$ cat config.mk
export PLATFORM = sky130hd
export DESIGN_NAME = monitor_carga
export DESIGN_NICKNAME = d
export VERILOG_FILES = /design/src/rtl/monitor_carga_pkg.sv /design/src/rtl/monitor_parpadeo.sv /design/src/rtl/monitor_carga.sv
export SDC_FILE = /design/constraint.sdc
export NUM_CORES = 1
export LEC_CHECK = 0
export CELL_PAD_IN_SITES_DETAIL_PLACEMENT = 1
export CELL_PAD_IN_SITES_GLOBAL_PLACEMENT = 1
export CORE_MARGIN = 2
export CORE_UTILIZATION = 41
export CTS_CLUSTER_DIAMETER = 50
export DETAILED_ROUTE_END_ITERATION = 12
export HOLD_SLACK_MARGIN = 0.06
export PLACE_DENSITY_LB_ADDON = 0.1
export SETUP_SLACK_MARGIN = 0.15
export SLEW_MARGIN = 5
export SYNTH_ARGS = -nofsm -noshare
export SYNTH_HDL_FRONTEND = slang
export SYNTH_HIERARCHICAL = 1
export SYNTH_SLANG_ARGS = --single-unit
$ cat constraint.sdc
create_clock -name clk -period 3.6 [get_ports clk]
set_input_delay 0.72 -clock clk [delete_from_list [all_inputs] [get_ports clk]]
set_output_delay 0.72 -clock clk [all_outputs]
set_load 0.05 [all_outputs]
$ cat src/rtl/monitor_carga_pkg.sv
// Shared types and widths for the battery-charge monitor (monitor_carga).
package monitor_carga_pkg;

  typedef enum logic [1:0] {
    NORMAL  = 2'b00,
    BAJA    = 2'b01,
    CRITICA = 2'b10
  } estado_t;

  localparam int CARGA_W         = 5;
  localparam int CARGA_MAX_LEGAL = 30;
  localparam int CONF_W          = 4;

endpackage

$ cat src/rtl/monitor_parpadeo.sv
// Blink generator for the CRITICA indication: led_blink is 1 on the first enabled
// cycle and toggles every DIV_PARPADEO cycles; disabling clears the phase.
module monitor_parpadeo #(
  parameter int DIV_PARPADEO = 4
) (
  input  logic clk,
  input  logic rst_n,
  input  logic enable,
  output logic led_blink
);

  localparam int CW = (DIV_PARPADEO > 1) ? $clog2(DIV_PARPADEO) : 1;
  localparam logic [CW-1:0] ULTIMO = CW'(DIV_PARPADEO - 1);

  logic [CW-1:0] cnt_q, cnt_d;
  logic          fase_q, fase_d;

  always_comb begin
    cnt_d  = '0;
    fase_d = 1'b0;
    if (enable) begin
      if (cnt_q == ULTIMO) begin
        cnt_d  = '0;
        fase_d = ~fase_q;
      end else begin
        cnt_d  = cnt_q + CW'(1);
        fase_d = fase_q;
      end
    end
  end

  always_ff @(posedge clk) begin
    if (!rst_n) begin
      cnt_q  <= '0;
      fase_q <= 1'b0;
    end else begin
      cnt_q  <= cnt_d;
      fase_q <= fase_d;
    end
  end

  // Phase 0 means lit, so entry into CRITICA shows the LED on immediately.
  assign led_blink = enable & ~fase_q;

endmodule

$ cat src/rtl/monitor_carga.sv
// Battery-charge classifier with hysteresis and N-sample confirmation.
// Optional min/max tracking is enabled with `define MONITOR_CARGA_MINMAX_EN.
module monitor_carga
  import monitor_carga_pkg::*;
#(
  parameter int UMBRAL_BAJA    = 10,
  parameter int UMBRAL_CRITICA = 5,
  parameter int HISTERESIS     = 2,
  parameter int N_CONFIRM      = 4,
  parameter int DIV_PARPADEO   = 4
) (
  input  logic         clk,
  input  logic         rst_n,
  input  logic [4:0]   carga_total,
  input  logic         muestra_valida,
`ifdef MONITOR_CARGA_MINMAX_EN
  input  logic         borrar_minmax,
  output logic [4:0]   carga_min,
  output logic [4:0]   carga_max,
`endif
  output logic [1:0]   estado,
  output logic         alarma,
  output logic         led_alarma,
  output logic         cambio,
  output logic         fuera_rango,
  output logic [4:0]   ultima_carga
);

  localparam logic [CARGA_W-1:0] LIM_BAJA      = CARGA_W'(UMBRAL_BAJA);
  localparam logic [CARGA_W-1:0] LIM_CRIT      = CARGA_W'(UMBRAL_CRITICA);
  localparam logic [CARGA_W-1:0] LIM_BAJA_REC  = CARGA_W'(UMBRAL_BAJA + HISTERESIS);
  localparam logic [CARGA_W-1:0] LIM_CRIT_REC  = CARGA_W'(UMBRAL_CRITICA + HISTERESIS);
  localparam logic [CARGA_W-1:0] MAX_LEGAL     = CARGA_W'(CARGA_MAX_LEGAL);
  localparam logic [CONF_W-1:0]  N_OBJETIVO    = CONF_W'(N_CONFIRM);

  estado_t              estado_q, estado_d;
  estado_t              cand_q, cand_d;
  estado_t              cand_zona;
  logic [CONF_W-1:0]    cnt_q, cnt_d, cnt_nuevo;
  logic [CARGA_W-1:0]   ultima_q, ultima_d;
  logic                 cambio_q, cambio_d;
  logic                 fuera_q, fuera_d;
  logic                 muestra_fuera;
  logic                 acepta;
  logic                 led_blink;

  // muestra_valida is a one-cycle strobe with no back-pressure: carga_total is
  // consumed on every rising edge where it is high, there is no ready.
  assign muestra_fuera = carga_total > MAX_LEGAL;
  assign acepta        = muestra_valida && !muestra_fuera;

  // Recovering transitions need the threshold plus the hysteresis margin.
  always_comb begin
    cand_zona = estado_q;
    case (estado_q)
      NORMAL: begin
        if (carga_total < LIM_CRIT)      cand_zona = CRITICA;
        else if (carga_total < LIM_BAJA) cand_zona = BAJA;
        else                             cand_zona = NORMAL;
      end
      BAJA: begin
        if (carga_total < LIM_CRIT)           cand_zona = CRITICA;
        else if (carga_total >= LIM_BAJA_REC) cand_zona = NORMAL;
        else                                  cand_zona = BAJA;
      end
      CRITICA: begin
        if (carga_total >= LIM_BAJA_REC)      cand_zona = NORMAL;
        else if (carga_total >= LIM_CRIT_REC) cand_zona = BAJA;
        else                                  cand_zona = CRITICA;
      end
      default: cand_zona = NORMAL;
    endcase
  end

  always_comb begin
    estado_d  = estado_q;
    cand_d    = cand_q;
    cnt_d     = cnt_q;
    cnt_nuevo = cnt_q;
    ultima_d  = ultima_q;
    cambio_d  = 1'b0;
    fuera_d   = 1'b0;
    if (muestra_valida && muestra_fuera) begin
      fuera_d = 1'b1;
    end else if (acepta) begin
      ultima_d = carga_total;
      if (cand_zona == estado_q) begin
        cnt_d = '0;
      end else begin
        if (cand_zona != cand_q) begin
          cand_d    = cand_zona;
          cnt_nuevo = CONF_W'(1);
        end else begin
          cnt_nuevo = cnt_q + CONF_W'(1);
        end
        if (cnt_nuevo == N_OBJETIVO) begin
          estado_d = cand_zona;
          cnt_d    = '0;
          cambio_d = 1'b1;
        end else begin
          cnt_d = cnt_nuevo;
        end
      end
    end
  end

  always_ff @(posedge clk) begin
    if (!rst_n) begin
      estado_q <= NORMAL;
      cand_q   <= NORMAL;
      cnt_q    <= '0;
      ultima_q <= '0;
      cambio_q <= 1'b0;
      fuera_q  <= 1'b0;
    end else begin
      estado_q <= estado_d;
      cand_q   <= cand_d;
      cnt_q    <= cnt_d;
      ultima_q <= ultima_d;
      cambio_q <= cambio_d;
      fuera_q  <= fuera_d;
    end
  end

  monitor_parpadeo #(
    .DIV_PARPADEO (DIV_PARPADEO)
  ) u_parpadeo (
    .clk       (clk),
    .rst_n     (rst_n),
    .enable    (estado_q == CRITICA),
    .led_blink (led_blink)
  );

  always_comb begin
    led_alarma = 1'b0;
    case (estado_q)
      BAJA:    led_alarma = 1'b1;
      CRITICA: led_alarma = led_blink;
      default: led_alarma = 1'b0;
    endcase
  end

  assign estado       = estado_q;
  assign alarma       = (estado_q != NORMAL);
  assign cambio       = cambio_q;
  assign fuera_rango  = fuera_q;
  assign ultima_carga = ultima_q;

`ifdef MONITOR_CARGA_MINMAX_EN
  logic [CARGA_W-1:0] min_q, min_d;
  logic [CARGA_W-1:0] max_q, max_d;

  // A clear request overrides a coincident sample.
  always_comb begin
    min_d = min_q;
    max_d = max_q;
    if (borrar_minmax) begin
      min_d = '1;
      max_d = '0;
    end else if (acepta) begin
      if (carga_total < min_q) min_d = carga_total;
      if (carga_total > max_q) max_d = carga_total;
    end
  end

  always_ff @(posedge clk) begin
    if (!rst_n) begin
      min_q <= '1;
      max_q <= '0;
    end else begin
      min_q <= min_d;
      max_q <= max_d;
    end
  end

  assign carga_min = min_q;
  assign carga_max = max_q;
`endif

endmodule

==> summary.md, run 1 <==
| Metric | Value |
|---|---|
| CTS Buffer Depth | `2` |
| Post-synth EDFFs | `0` |
| H-Tree Depth | `1` |
| Post-Syn Area per Cell | `around 9.2 um2` |
| Cell Pwr Density | `~320 nW/um2` |
| Primary FF master, synth | `dfxtp_1` |
| First-pass GRT wire length | `4000 um` |
| Critical path peak fanout | `7` |
| Seq/Total Area, Yosys | `between 30% and 40%` |
| Initial Utilization | `42.3%` |
| Vias in the first global route | `833` |
| Post-CTS sizing | `0` |
| Slew Limit Fails | `0` |
| Tot GR Track Use | `19.4%` |
| Hold Path Origin | `u_parpadeo/cnt_q[0]` |
| CP Capture Type | `output port` |
| Crit path DAT | `~2.3 ns` |
| Yosys warns | `6` |
| Final Cycle Share | `a little over four fifths` |
| Vias | `881` |
| Slew HR | `59.6%` |
| Top-area cell type share of the netlist area | `a little over a third` |
| Drt total wl | `roughly 2500 um` |
| Fillers | `295` |
| Critical path type | `flip-flop to output port` |
| Io pins | `19` |
| Post-route ant nets | `0` |
| Combinational family with the most area after synthesis | `simple AND/OR/NAND/NOR gates` |
| Worst-margin pin slew | `0.604 ns` |
| Routed len/inst | `roughly 15 um` |
| Final GP Congestion | `0.786` |
| Synth Area in Adders | `roughly 7.3%` |
| Cell taking the most area after synthesis | `dfxtp_1` |
| Most instantiated cells after synthesis | `dfxtp_1, nand2_1, ha_1, xnor2_1` |
| Largest net degree at the start of global routing | `17` |
| Simple-Gate Fraction of Synth Area | `22.0%` |
| Full die area | `~2900 um2` |
| Synth top area cells | `dfxtp_1, ha_1, nand2_1` |
| Storage element area | `roughly 360 um2` |
| Post-DP HPWL | `approximately 1900 um` |
| CTS tree | `yes` |
| Clk_lat worst skew | `0.30 ns` |
| Vias per cell | `5.40` |
| Clock-pin slew on the worst setup and hold paths | `0.11 ns` |
| CTS Root Cell | `clkbuf_4` |
| CTS Buf Count | `3` |
| Hold WC Path Type | `flip-flop to flip-flop` |
| Peak supply drop | `0.279 mV` |
| Share of cells above drive strength 1 | `11.3%` |
| Netlist cell types | `42` |
| Synth Area in XOR/XNOR | `9.23%` |
| Port bufs | `18` |
| Mux cell area share after synthesis | `3.89%` |
| Final Hold Viols | `0` |
| Syn Nets | `126` |
| DIE HEIGHT | `around 54 um` |
| CP startpoint kind | `flip-flop` |
| Crit path time final | `3.05 ns` |
| Max Cap Viol | `0` |
| Area Overhead vs Synth | `24.7%` |
| Worst R2R Start | `estado[1]` |
| Count leader, synth | `dfxtp_1` |
| Site Rows | `18` |
| Fin cells | `163` |
| Core Area | `2430 um2` |
| Number of synthesized register bits | `18` |
| CTS Sinks | `18` |
| Final TNS setup | `0 ns` |
| Post-synth ARST share | `0%` |
| Post-route DRC | `0` |
| First DRT Iteration DRCs | `14` |
| Postcts setup bufs | `0` |
| Ant diodes | `0` |
| Clock skew | `0.00274 ns` |
| DR pass1 iterations | `4` |
| Synth Instances | `around 110` |
| Leak | `0.000513 uW` |
| Synth Area in Compound Gates | `between 20% and 30%` |
| WP data required | `2.88 ns` |
| Layout Nets | `roughly 150` |
| Hold buffers post-CTS | `0` |
| Final setup vio count | `0` |
| Unrepaired setup endpoints after global routing | `false` |
| Multi-input gate area | `643 um2` |
| Dpl cells | `about 160` |
| Crit path from | `estado[1]` |
| Peak Freq | `roughly 330 MHz` |
| Status | `finished, final reports clean` |
| Synthesized area | `1030 um2` |
| Die width | `54.1 um` |
| Gr ovfl total | `0` |
| Initial antenna violation count | `0` |
[per-layer routing]
layer	vias up	track usage (%)	routed length, um
met4	0	7.50	25
met1	410	26.8	1310
li1	453	-	-
met2	14	29.3	1100
met5	-	0	0
met3	4	4.17	63
[layout by cell type (no fill, tap or decap), types with 4 or more instances in the layout]
master	Yosys	routed
nand2_1	17	17
clkdlybuf4s50_1	0	18
o221a_2	4	4
xnor2_1	6	6
mux2i_1	4	4
dfxtp_1	18	18
inv_1	5	5
a21oi_1	5	5
ha_1	6	6
[metrics by stage]
| step | utilization [%] | hold slack [ns] | power [uW] | instance area (um2) | setup WS (ns) |
|---|---|---|---|---|---|
| 2_1_floorplan | - | 0.404 | 255 | 1030 | 0.896 |
| 3_3_place_gp | 51.3 | 0.413 | 281 | 1250 | 0.570 |
| 3_5_place_dp | 51.3 | 0.419 | 282 | 1250 | 0.502 |
| 4_1_cts | 52.8 | 0.435 | 413 | 1280 | 0.524 |
| 5_1_grt | 52.8 | 0.451 | 428 | 1280 | 0.398 |
| 6_report | 52.8 | 0.438 | 411 | 1280 | 0.548 |
[layout make-up]
type                       count  share of cell area [%]
sequential                    18                    28.1
timing repair buffer          19                    14.6
multi-input combinational     87                    50.1
tap                           30                    2.92
inverter                       5                    1.46
clock buffer                   4                    2.83
[cells by family (layout without fill, tap and decap cells)]
family / count (synthesis) / count (layout)
and+or+nand+nor: 42 / 42
xor gates and xnor gates: 10 / 10
muxes: 4 / 4
adders and majority gates: 6 / 6
buffers and inverters: 7 / 28
AOI/OAI and AO/OA: 25 / 25
DFF: 18 / 18
[registers in the layout (all words and copies together), names as in the netlist]
name               flops
cambio                 1
cand_q                 2
cnt_q                  4
estado                 2
fuera_rango            1
u_parpadeo/cnt_q       2
u_parpadeo/fase_q      1
ultima_carga           5
[final timing paths]
path	endpoint	slack (ns)	cells after the start
min reg2reg	u_parpadeo/cnt_q[0]	0.44	1
max	led_alarma	0.55	5
min	u_parpadeo/cnt_q[0]	0.44	1
max reg2reg	cnt_q[1]	1.32	6
[power by group]
part / internal, uW / switching (uW)
Clock: 61.7 / 70.8
Combinational: 28.6 / 41.2
Sequential: 204 / 3.90
[worst max-delay path, cell delays in order (launching register included)]
cell and delay, ns:
dfxtp_1 0.54, ha_1 0.33, nor2b_1 0.16, a21oi_1 0.07, nor2b_1 0.12, clkdlybuf4s50_1 0.81
Power figures use the tool's default switching activity.
==> inputs of run 2 (changes only) <==
--- a/config.mk
+++ b/config.mk
@@ -8,7 +8,7 @@
 export CELL_PAD_IN_SITES_DETAIL_PLACEMENT = 1
 export CELL_PAD_IN_SITES_GLOBAL_PLACEMENT = 1
 export CORE_MARGIN = 2
-export CORE_UTILIZATION = 41
+export CORE_UTILIZATION = 34
 export CTS_CLUSTER_DIAMETER = 50
 export DETAILED_ROUTE_END_ITERATION = 12
 export HOLD_SLACK_MARGIN = 0.06
==> constraint.sdc (replaced) <==
create_clock -name clk -period 2.74 [get_ports clk]
set_input_delay 0.548 -clock clk [delete_from_list [all_inputs] [get_ports clk]]
set_output_delay 0.548 -clock clk [all_outputs]
set_load 0.05 [all_outputs]
==> summary.md, run 2 (same netlist as run 1, synthesis figures left out) <==
| Metric | Value |
|---|---|
| Status | `finished, final reports clean (unchanged)` |
| Leak | `0.000578 uW (was 0.000513 uW)` |
| Critical Path End | `cnt_q[1] (was led_alarma)` |
| Crit path cell chain | `clkdlybuf4s50_1 -> or2_1 -> or4_4 -> o21a_2 -> xnor2_1 -> or4_1 -> a21oi_1 (was ha_1 -> nor2b_1 -> a21oi_1 -> nor2b_1 -> clkdlybuf4s50_1)` |
| Worst path depth | `7 (was 5)` |
| Post-DP HPWL | `1990 um (was 1900 um)` |
| Slew Limit Fails | `0 (unchanged)` |
| DIE HEIGHT | `59.0 um (was 54.1 um)` |
| Site Rows | `19 (was 18)` |
| Delay-heaviest family, CP | `simple AND/OR/NAND/NOR gates (was buffers and inverters)` |
| DR pass1 iterations | `4 (unchanged)` |
| Unrepaired setup endpoints after global routing | `false (unchanged)` |
| Vias per cell | `5.31 (was 5.40)` |
| Port bufs | `18 (unchanged)` |
| Core Area | `2810 um2 (was 2430 um2)` |
| Tot GR Track Use | `15.4% (was 19.4%)` |
| Ant diodes | `0 (unchanged)` |
| Total Power | `539 uW (was 411 uW)` |
| Critical path type | `input port to flip-flop (was flip-flop to output port)` |
| Gr ovfl total | `0 (unchanged)` |
| Post-CTS sizing | `0 (unchanged)` |
| Full die area | `3490 um2 (was 2930 um2)` |
| Initial Utilization | `36.7% (was 42.3%)` |
| Final core occ | `48.2% (was 52.8%)` |
| Crit path DAT | `2.70 ns (was 2.33 ns)` |
| Final GP Congestion | `0.771 (was 0.786)` |
| Area Overhead vs Synth | `31.3% (was 24.7%)` |
| Drt total wl | `2460 um (was 2500 um)` |
| Routed len/inst | `14.2 um (was 15.3 um)` |
| CTS Sinks | `18 (unchanged)` |
| Max reg flops | `5 (unchanged)` |
| Postcts setup bufs | `0 (unchanged)` |
| Peak Freq | `404 MHz` |
| Worst-margin pin slew | `0.622 ns (was 0.604 ns)` |
| Hold WC Path Type | `flip-flop to flip-flop (unchanged)` |
| Worst R2R Start | `estado[1] (unchanged)` |
| Crit path time final | `approximately 2.5 ns` |
| Die width | `59.0 um (was 54.1 um)` |
| Slowest CP cell | `or4_4 (was clkdlybuf4s50_1)` |
| Clock-pin slew on the worst setup and hold paths | `0.10 ns (was 0.11 ns)` |
| Cell Pwr Density | `398 nW/um2 (was 320 nW/um2)` |
| Post-route DRC | `0 (unchanged)` |
| Share of cells above drive strength 1 | `17.6% (was 11.3%)` |
| CTS tree | `yes (unchanged)` |
| H-Tree Depth | `1 (unchanged)` |
| First DRT Iteration DRCs | `17 (was 14)` |
| Most frequent cells in the layout | `dfxtp_1, nand2_1, clkdlybuf4s50_1, buf_4 (was dfxtp_1, clkdlybuf4s50_1, nand2_1, xnor2_1, ha_1)` |
| Hold buffers post-CTS | `0 (unchanged)` |
| CTS Buffer Depth | `2 (unchanged)` |
| Peak supply drop | `0.171 mV (was 0.279 mV)` |
| Max Cap Viol | `0 (unchanged)` |
| WP data required | `2.96 ns (was 2.88 ns)` |
| Clk_lat worst skew | `0.29 ns (was 0.30 ns)` |
| CTS Buf Count | `3 (unchanged)` |
| Crit path from | `carga_total[3] (was estado[1])` |
| Critical path peak fanout | `2 (was 7)` |
| Vias in the first global route | `929 (was 833)` |
| Initial antenna violation count | `0 (unchanged)` |
| Largest stage delay, worst path | `0.53 ns (was 0.81 ns)` |
| Final Hold Viols | `0 (unchanged)` |
| CTS Root Cell | `clkbuf_4 (unchanged)` |
| Slew HR | `58.4% (was 59.6%)` |
| Post-route ant nets | `0 (unchanged)` |
| Setup WS pre-CTS | `-0.0526 ns (was 0.502 ns)` |
| Layout Nets | `157 (was 148)` |
| Final Cycle Share | `90.4%` |
| CP startpoint kind | `input port (was flip-flop)` |
| Worst reg-to-reg setup slack | `0.50 ns (was 1.32 ns)` |
| Fillers | `341 (was 295)` |
| R2r endpoint | `cnt_q[1] (unchanged)` |
| CP Capture Type | `flip-flop (was output port)` |
| Final setup vio count | `0 (unchanged)` |
| Largest net degree at the start of global routing | `17 (unchanged)` |
| WP buf/inv | `1 (unchanged)` |
| Io pins | `19 (unchanged)` |
| Clock skew | `0.00113 ns (was 0.00274 ns)` |
| First-pass GRT wire length | `4080 um (was 4000 um)` |
| FF-to-FF path depth | `6 (unchanged)` |
| Most common cell after layout, fill and taps aside | `dfxtp_1` |
| Vias | `919 (was 881)` |
| Setup ws final | `0.263 ns (was 0.548 ns)` |
[run 2: changes by cell type in the layout (fill, tap and decap cells not counted)]
cell / before / now
clkdlybuf4s50_1: 18 / 16
dlymetal6s2s_1: 0 / 1
buf_4: 1 / 11
[run 2: metal layers]
metal / GRT usage [%] / wire (um) / share of wire (%) / vias to the layer above
met5: 0 / 0 / 0 / -
met4: 5.19 / 38 / 1.5 / 0
met3: 3.28 / 63 / 2.6 / 4
met2: 25.4 / 1140 / 46 / 13
met1: 20.0 / 1220 / 50 / 431
li1: - / - / - / 471
[run 2: stage by stage]
step	setup TNS, ns	hold slack (ns)	instance area (um2)	std cells
floorplan	0	0.404	1030	112
global placement	0	0.415	1310	169
detailed placement	-0.0594	0.421	1310	169
CTS	0	0.437	1350	173
global route	0	0.470	1350	173
finish	0	0.432	1350	173
[run 2: how the worst min path moves through the flow]
stage | start | endpoint | slack [ns] | depth (start not counted)
3_3_place_gp | u_parpadeo/cnt_q[0] | u_parpadeo/cnt_q[0] | 0.42 | 1
3_5_place_dp | u_parpadeo/cnt_q[0] | u_parpadeo/cnt_q[0] | 0.42 | 1
4_1_cts | u_parpadeo/cnt_q[0] | u_parpadeo/cnt_q[0] | 0.44 | 1
2_1_floorplan | u_parpadeo/cnt_q[0] | u_parpadeo/cnt_q[0] | 0.40 | 1
5_1_grt | u_parpadeo/cnt_q[0] | u_parpadeo/cnt_q[0] | 0.47 | 1
6_report | u_parpadeo/cnt_q[0] | u_parpadeo/cnt_q[0] | 0.43 | 1
[run 2: layout make-up]
type / count / area (um2) / area share [%]
clock buffer: 4 / 36.3 / 2.68
timing repair buffer: 28 / 255 / 18.9
inverter: 5 / 18.8 / 1.39
tap: 31 / 38.8 / 2.87
sequential: 18 / 360 / 26.6
multi-input combinational: 87 / 643 / 47.5
[run 2: where the power goes]
group / leakage (uW) / switching, uW / internal, uW
clock network: 0.0000210 / 81.6 / 80.8
registers: 0.000146 / 5.00 / 268
logic: 0.000410 / 56.5 / 46.7
==> inputs of run 3 (changes only) <==
--- a/config.mk
+++ b/config.mk
@@ -13,7 +13,6 @@
 export DETAILED_ROUTE_END_ITERATION = 12
 export HOLD_SLACK_MARGIN = 0.06
 export PLACE_DENSITY_LB_ADDON = 0.1
-export SETUP_SLACK_MARGIN = 0.15
 export SLEW_MARGIN = 5
 export SYNTH_ARGS = -nofsm -noshare
 export SYNTH_HDL_FRONTEND = slang
==> summary.md, run 3 (same netlist as run 1, synthesis figures left out) <==
| Metric | Value |
|---|---|
| Post-route ant nets | `0 (unchanged)` |
| Most frequent cells in the layout | `dfxtp_1, nand2_1, clkdlybuf4s50_1, buf_4 (unchanged)` |
| Largest net degree at the start of global routing | `17 (unchanged)` |
| Post-route DRC | `0 (unchanged)` |
| Gr ovfl total | `0 (unchanged)` |
| Unrepaired setup endpoints after global routing | `false (unchanged)` |
| Port bufs | `18 (unchanged)` |
| Max Cap Viol | `0 (unchanged)` |
| Int Pwr | `396 uW (unchanged)` |
| Leak | `0.000559 uW (was 0.000578 uW)` |
| Postcts setup bufs | `0 (unchanged)` |
| CP startpoint kind | `flip-flop (was input port)` |
| Crit path time final | `2.53 ns (was 2.48 ns)` |
| CTS Root Cell | `clkbuf_4 (unchanged)` |
| Io pins | `19 (unchanged)` |
| Final setup vio count | `0 (unchanged)` |
| Routed len/inst | `14.2 um (about the same)` |
| Final Hold Viols | `0 (unchanged)` |
| Status | `finished, final reports clean (unchanged)` |
| WP data required | `2.19 ns (was 2.96 ns)` |
| Fillers | `340 (was 341)` |
| Full die area | `3490 um2 (unchanged)` |
| Final hold slack | `0.432 ns (unchanged)` |
| Core Area | `2810 um2 (unchanged)` |
| Initial Utilization | `36.7% (unchanged)` |
| Hold WC Path Type | `flip-flop to flip-flop (unchanged)` |
| CTS Buf Count | `3 (unchanged)` |
| CTS Buffer Depth | `2 (unchanged)` |
| Site Rows | `19 (unchanged)` |
| Peak supply drop | `0.171 mV (unchanged)` |
| Post-CTS sizing | `0 (unchanged)` |
| Slew Limit Fails | `0 (unchanged)` |
| Clock skew | `0.00113 ns (unchanged)` |
| Share of cells above drive strength 1 | `17.6% (unchanged)` |
| Final GP Congestion | `0.771 (unchanged)` |
| Initial antenna violation count | `0 (unchanged)` |
| First DRT Iteration DRCs | `17 (unchanged)` |
| CTS Sinks | `18 (unchanged)` |
| DR pass1 iterations | `4 (unchanged)` |
| Area Overhead vs Synth | `31.1% (was 31.3%)` |
| H-Tree Depth | `1 (unchanged)` |
| Clk_lat worst skew | `0.29 ns (about the same)` |
| DIE HEIGHT | `59.0 um (unchanged)` |
| CTS tree | `yes (unchanged)` |
| Layout Nets | `157 (unchanged)` |
| Slew HR | `58.4% (unchanged)` |
| Ant diodes | `0 (unchanged)` |
| Vias per cell | `5.31 (unchanged)` |
| Sequential Power Share | `50.7% (about the same)` |
| Drt total wl | `2450 um (was 2460 um)` |
| CP Capture Type | `output port (was flip-flop)` |
| Logic pwr share | `19.1% (about the same)` |
| Cell Pwr Density | `399 nW/um2 (was 398 nW/um2)` |
| Peak Freq | `396 MHz (was 404 MHz)` |
| Clock-pin slew on the worst setup and hold paths | `0.10 ns (about the same)` |
| Die width | `59.0 um (unchanged)` |
| Final Cycle Share | `92.3% (was 90.4%)` |
| Max reg flops | `5 (unchanged)` |
| Worst-margin pin slew | `0.622 ns (unchanged)` |
| Clock share of power | `30.1% (about the same)` |
| Vias | `919 (unchanged)` |
| Crit path DAT | `1.98 ns (was 2.70 ns)` |
| Critical path peak fanout | `7 (was 2)` |
| Vias in the first global route | `929 (unchanged)` |
| Post-DP HPWL | `1990 um (unchanged)` |
| Critical path type | `flip-flop to output port (was input port to flip-flop)` |
| Total Power | `539 uW (about the same)` |
| Hold buffers post-CTS | `0 (unchanged)` |
| Switching pwr | `143 uW (about the same)` |
| First-pass GRT wire length | `4080 um (unchanged)` |
| Sw Share | `26.5% (about the same)` |
| Tot GR Track Use | `15.4% (unchanged)` |
| Most common cell after layout, fill and taps aside | `dfxtp_1 (unchanged)` |
[run 3: cell count changes in the layout (fill, tap and decap cells not counted)]
| cell | change |
|---|---|
| dlymetal6s2s_1 | -1 |
| clkdlybuf4s50_1 | +1 |
[run 3: path summary, 6_finish.rpt]
check | from | end | slack, ns | cells past startpoint
hold / removal | u_parpadeo/cnt_q[0] | u_parpadeo/cnt_q[0] | 0.43 | 1
setup / recovery | estado[1] | alarma | 0.21 | 4
setup reg to reg | estado[1] | cnt_q[1] | 0.50 | 6
hold reg to reg | u_parpadeo/cnt_q[0] | u_parpadeo/cnt_q[0] | 0.43 | 1
[run 3: metal layers]
layer | vias to the layer above | share of wire (%) | track usage, %
met5 | - | 0 | 0
met4 | 0 | 1.5 | 5.19
met1 | 431 | 50 | 20.0
li1 | 471 | - | -
met2 | 13 | 46 | 25.4
met3 | 4 | 2.6 | 3.28
[run 3: worst max-delay path: stages (launching register included)]
cell             delay [ns]
dfxtp_1                0.53
inv_1                  0.10
ha_1                   0.22
inv_1                  0.05
clkdlybuf4s50_1        0.79
[run 3: power groups by stage]
stage	Combinational, uW	Clock, uW	Sequential, uW
floorplan	38.7	0	296
global placement	102	0	279
detailed placement	103	0	280
CTS	104	169	274
global route	111	186	274
finish	103	162	273
[run 3: cell type report]
class | count | area [um2] | share of cell area, %
Timing Repair Buffer | 28 | 253 | 18.7
Multi-Input combinational cell | 87 | 643 | 47.6
Sequential cell | 18 | 360 | 26.7
Tap cell | 31 | 38.8 | 2.87
Clock buffer | 4 | 36.3 | 2.69
Inverter | 5 | 18.8 | 1.39
[run 3: through the flow]
step,std cells,TNS [ns],util (%),setup WS [ns],cell area (um2)
2_1_floorplan,112,0,-,0.208,1030
3_3_place_gp,169,0,46.8,0.0137,1310
3_5_place_dp,169,-0.0594,46.8,-0.0526,1310
4_1_cts,173,0,48.1,0.160,1350
5_1_grt,173,0,48.1,0.0688,1350
6_report,173,0,48.1,0.212,1350
==> RTL edit: new RTL, flow settings as in run 2 <==
Remove the register `cambio_q`: a continuous assignment takes its place, so the output `cambio` follows one clock earlier.
--- a/src/rtl/monitor_carga.sv
+++ b/src/rtl/monitor_carga.sv
@@ -111,5 +111,4 @@
       cnt_q    <= '0;
       ultima_q <= '0;
-      cambio_q <= 1'b0;
       fuera_q  <= 1'b0;
     end else begin
@@ -118,8 +117,9 @@
       cnt_q    <= cnt_d;
       ultima_q <= ultima_d;
-      cambio_q <= cambio_d;
       fuera_q  <= fuera_d;
     end
   end
+
+  assign cambio_q = cambio_d;
 
   monitor_parpadeo #(
Formal check against the unedited RTL: not equivalent (a bounded check fails within 4 cycles, from zero or initial values and one cycle with rst_n low).
==> RTL edit against run 2 <==
  * The run now ends with negative setup slack left
  * Area after synthesis is the same
  * Global-route usage grew 3.2 points
  * Critical path depth is the same
  * Setup slack lost 390 ps
  * Sequential cell count shrank 1
  * Design area grew 12%
  * Clock power shrank 15%
  * Wire length grew 14%
  * Power shrank 5.3%
  * Clock skew shrank 0.65 ps
  * Critical path type is now in2out
==> RTL edit: results (changes against run 2) <==
- Status: finished, violations left
- Failing checks: negative setup slack
- Number of flip-flops in the largest register: 5 (unchanged)
- Final worst slack: -128 ps (-391 ps)
- # diodes: 0 (unchanged)
- Layout Skew: 0.482 ps (-0.646 ps)
- Clk_lat worst skew: 300 ps
- Pleak: 0.586 nW (+1.5%)
- Met2 routed WL: 1450 um (+27%)
- CP Max Fanout: 3 (+1)
- Share of cells above drive strength 1: 36.8% (+19 points)
- Unique masters post-synth: 43 (+2.4%)
- Syn_nets: 124 (-1.6%)
- Total wire length: 2810 um (+14%)
- Initial antenna violation count: 0 (unchanged)
- Routed via count: 975 (+6.1%)
- Placer congestion estimate: 0.753 (-2.4%)
- Met3 WL post-DR: 81 um (+29%)
- Reg clk slew, reported paths: 100 ps (about the same)
- Leading cell types by count after synthesis: dfxtp_1 (17), nand2_1 (14), xnor2_1 (7)
- Largest net degree at the start of global routing: 15 (-2)
- Cts bufs inserted: 3 (unchanged)
- Final net count: 167 (+6.4%)
- Sw Ratio: 29.6% (+3.1 points)
- Synth Area in XOR/XNOR: 7.65% (-1.6 points)
- Max IR drop VDD: 0.199 mV (+16%)
- Worst-Margin Slew: 512 ps (-110 ps)
- Hpwl dp: 2230 um (+12%)
- Sum Neg Setup Slack: -128 ps (-128 ps)
- Vias in the first global route: 1030 (+11%)
- WP data arrival: 2320 ps (-380 ps)
- Compound-cell area share of the yosys netlist: 24.2% (+4.1 points)
- Met1 WL: 1230 um (+1.1%)
- GRT Resource Usage Total: 18.6% (+3.2 points)
- Yosys warning total: 6 (unchanged)
- DRT iter0 DRCs: 11 (-6)
- First-pass GRT wire length: 4820 um (+18%)
- Final Setup Violations: 1 (+1)
- Max layer used: met4
- Leading post-synthesis cells by cell area: dfxtp_1 (33%), ha_1 (7.3%), xnor2_1 (6.0%), nand2_1 (5.1%), o221a_2 (4.4%)
- Clk root buf: clkbuf_4
- Post-synthesis sequential area ratio: 33.0% (-1.9 points)
-- RTL edit: final timing paths --
| path | slack, ps | cells past startpoint | from | to |
|---|---|---|---|---|
| worst min-delay path | 430 | 1 | u_parpadeo/cnt_q[0] | u_parpadeo/cnt_q[0] |
| worst min register to register | 430 | 1 | u_parpadeo/cnt_q[0] | u_parpadeo/cnt_q[0] |
| worst max-delay path | -130 | 7 | carga_total[3] | cambio |
| worst max register to register | 470 | 7 | estado[0] | estado[1] |
-- RTL edit: routing by layer --
layer  vias up  global-route usage [%]
met2        13                    32.5
met1       464                    21.7
met3         5                    4.15
li1        493                       -
met5         -                       0
met4         0                    7.79
-- RTL edit: per-stage QoR --
stage / hold slack, ps / worst slack, ps / area, um2 / power, mW / std cells
floorplan: 404 / -249 / 1040 / 0.327 / 110
global placement: 416 / -518 / 1410 / 0.377 / 178
detailed placement: 423 / -538 / 1410 / 0.380 / 178
CTS: 439 / -134 / 1520 / 0.519 / 183
global route: 448 / -217 / 1520 / 0.537 / 183
finish: 430 / -128 / 1520 / 0.510 / 183
-- RTL edit: layout make-up --
cell class | count | area, um2
Sequential cell | 17 | 348
Fill cell | 323 | 1290
Tap cell | 31 | 38.8
Inverter | 6 | 27.5
Clock buffer | 3 | 22.5
Timing Repair Buffer | 39 | 339
Clock inverter | 1 | 5.00
Multi-Input combinational cell | 86 | 737
-- RTL edit: logic make-up after synthesis --
| kind of cell | count (synthesis) |
|---|---|
| and+or+nand+nor | 41 |
| AOI/OAI and AO/OA | 26 |
| DFF | 17 |
| xor gates and xnor gates | 9 |
| buffers and inverters | 7 |
| adders and majority gates | 6 |
| muxes | 4 |
-- RTL edit: critical path: stages --
cell	delay, ps
buf_6	90
or2_4	240
or4_4	540
a221oi_4	290
nand4_1	170
a211oi_4	260
buf_12	180
-- RTL edit: power groups by stage --
stage          clock network [mW]  logic (mW)  registers (mW)
5_1_grt                     0.155       0.124           0.258
2_1_floorplan                   0      0.0450           0.282
3_3_place_gp                    0       0.114           0.264
3_5_place_dp                    0       0.116           0.264
4_1_cts                     0.146       0.116           0.256
6_report                    0.138       0.116           0.256
-- RTL edit: timing repair --
action                                  4_1_cts  5_1_grt
endpoints found under the hold margin         0        0
gates resized for setup                      38        1
buffers inserted                              1        0
pin swaps                                     7        1
cloned                                        0        0
endpoints found under the setup margin        3        1
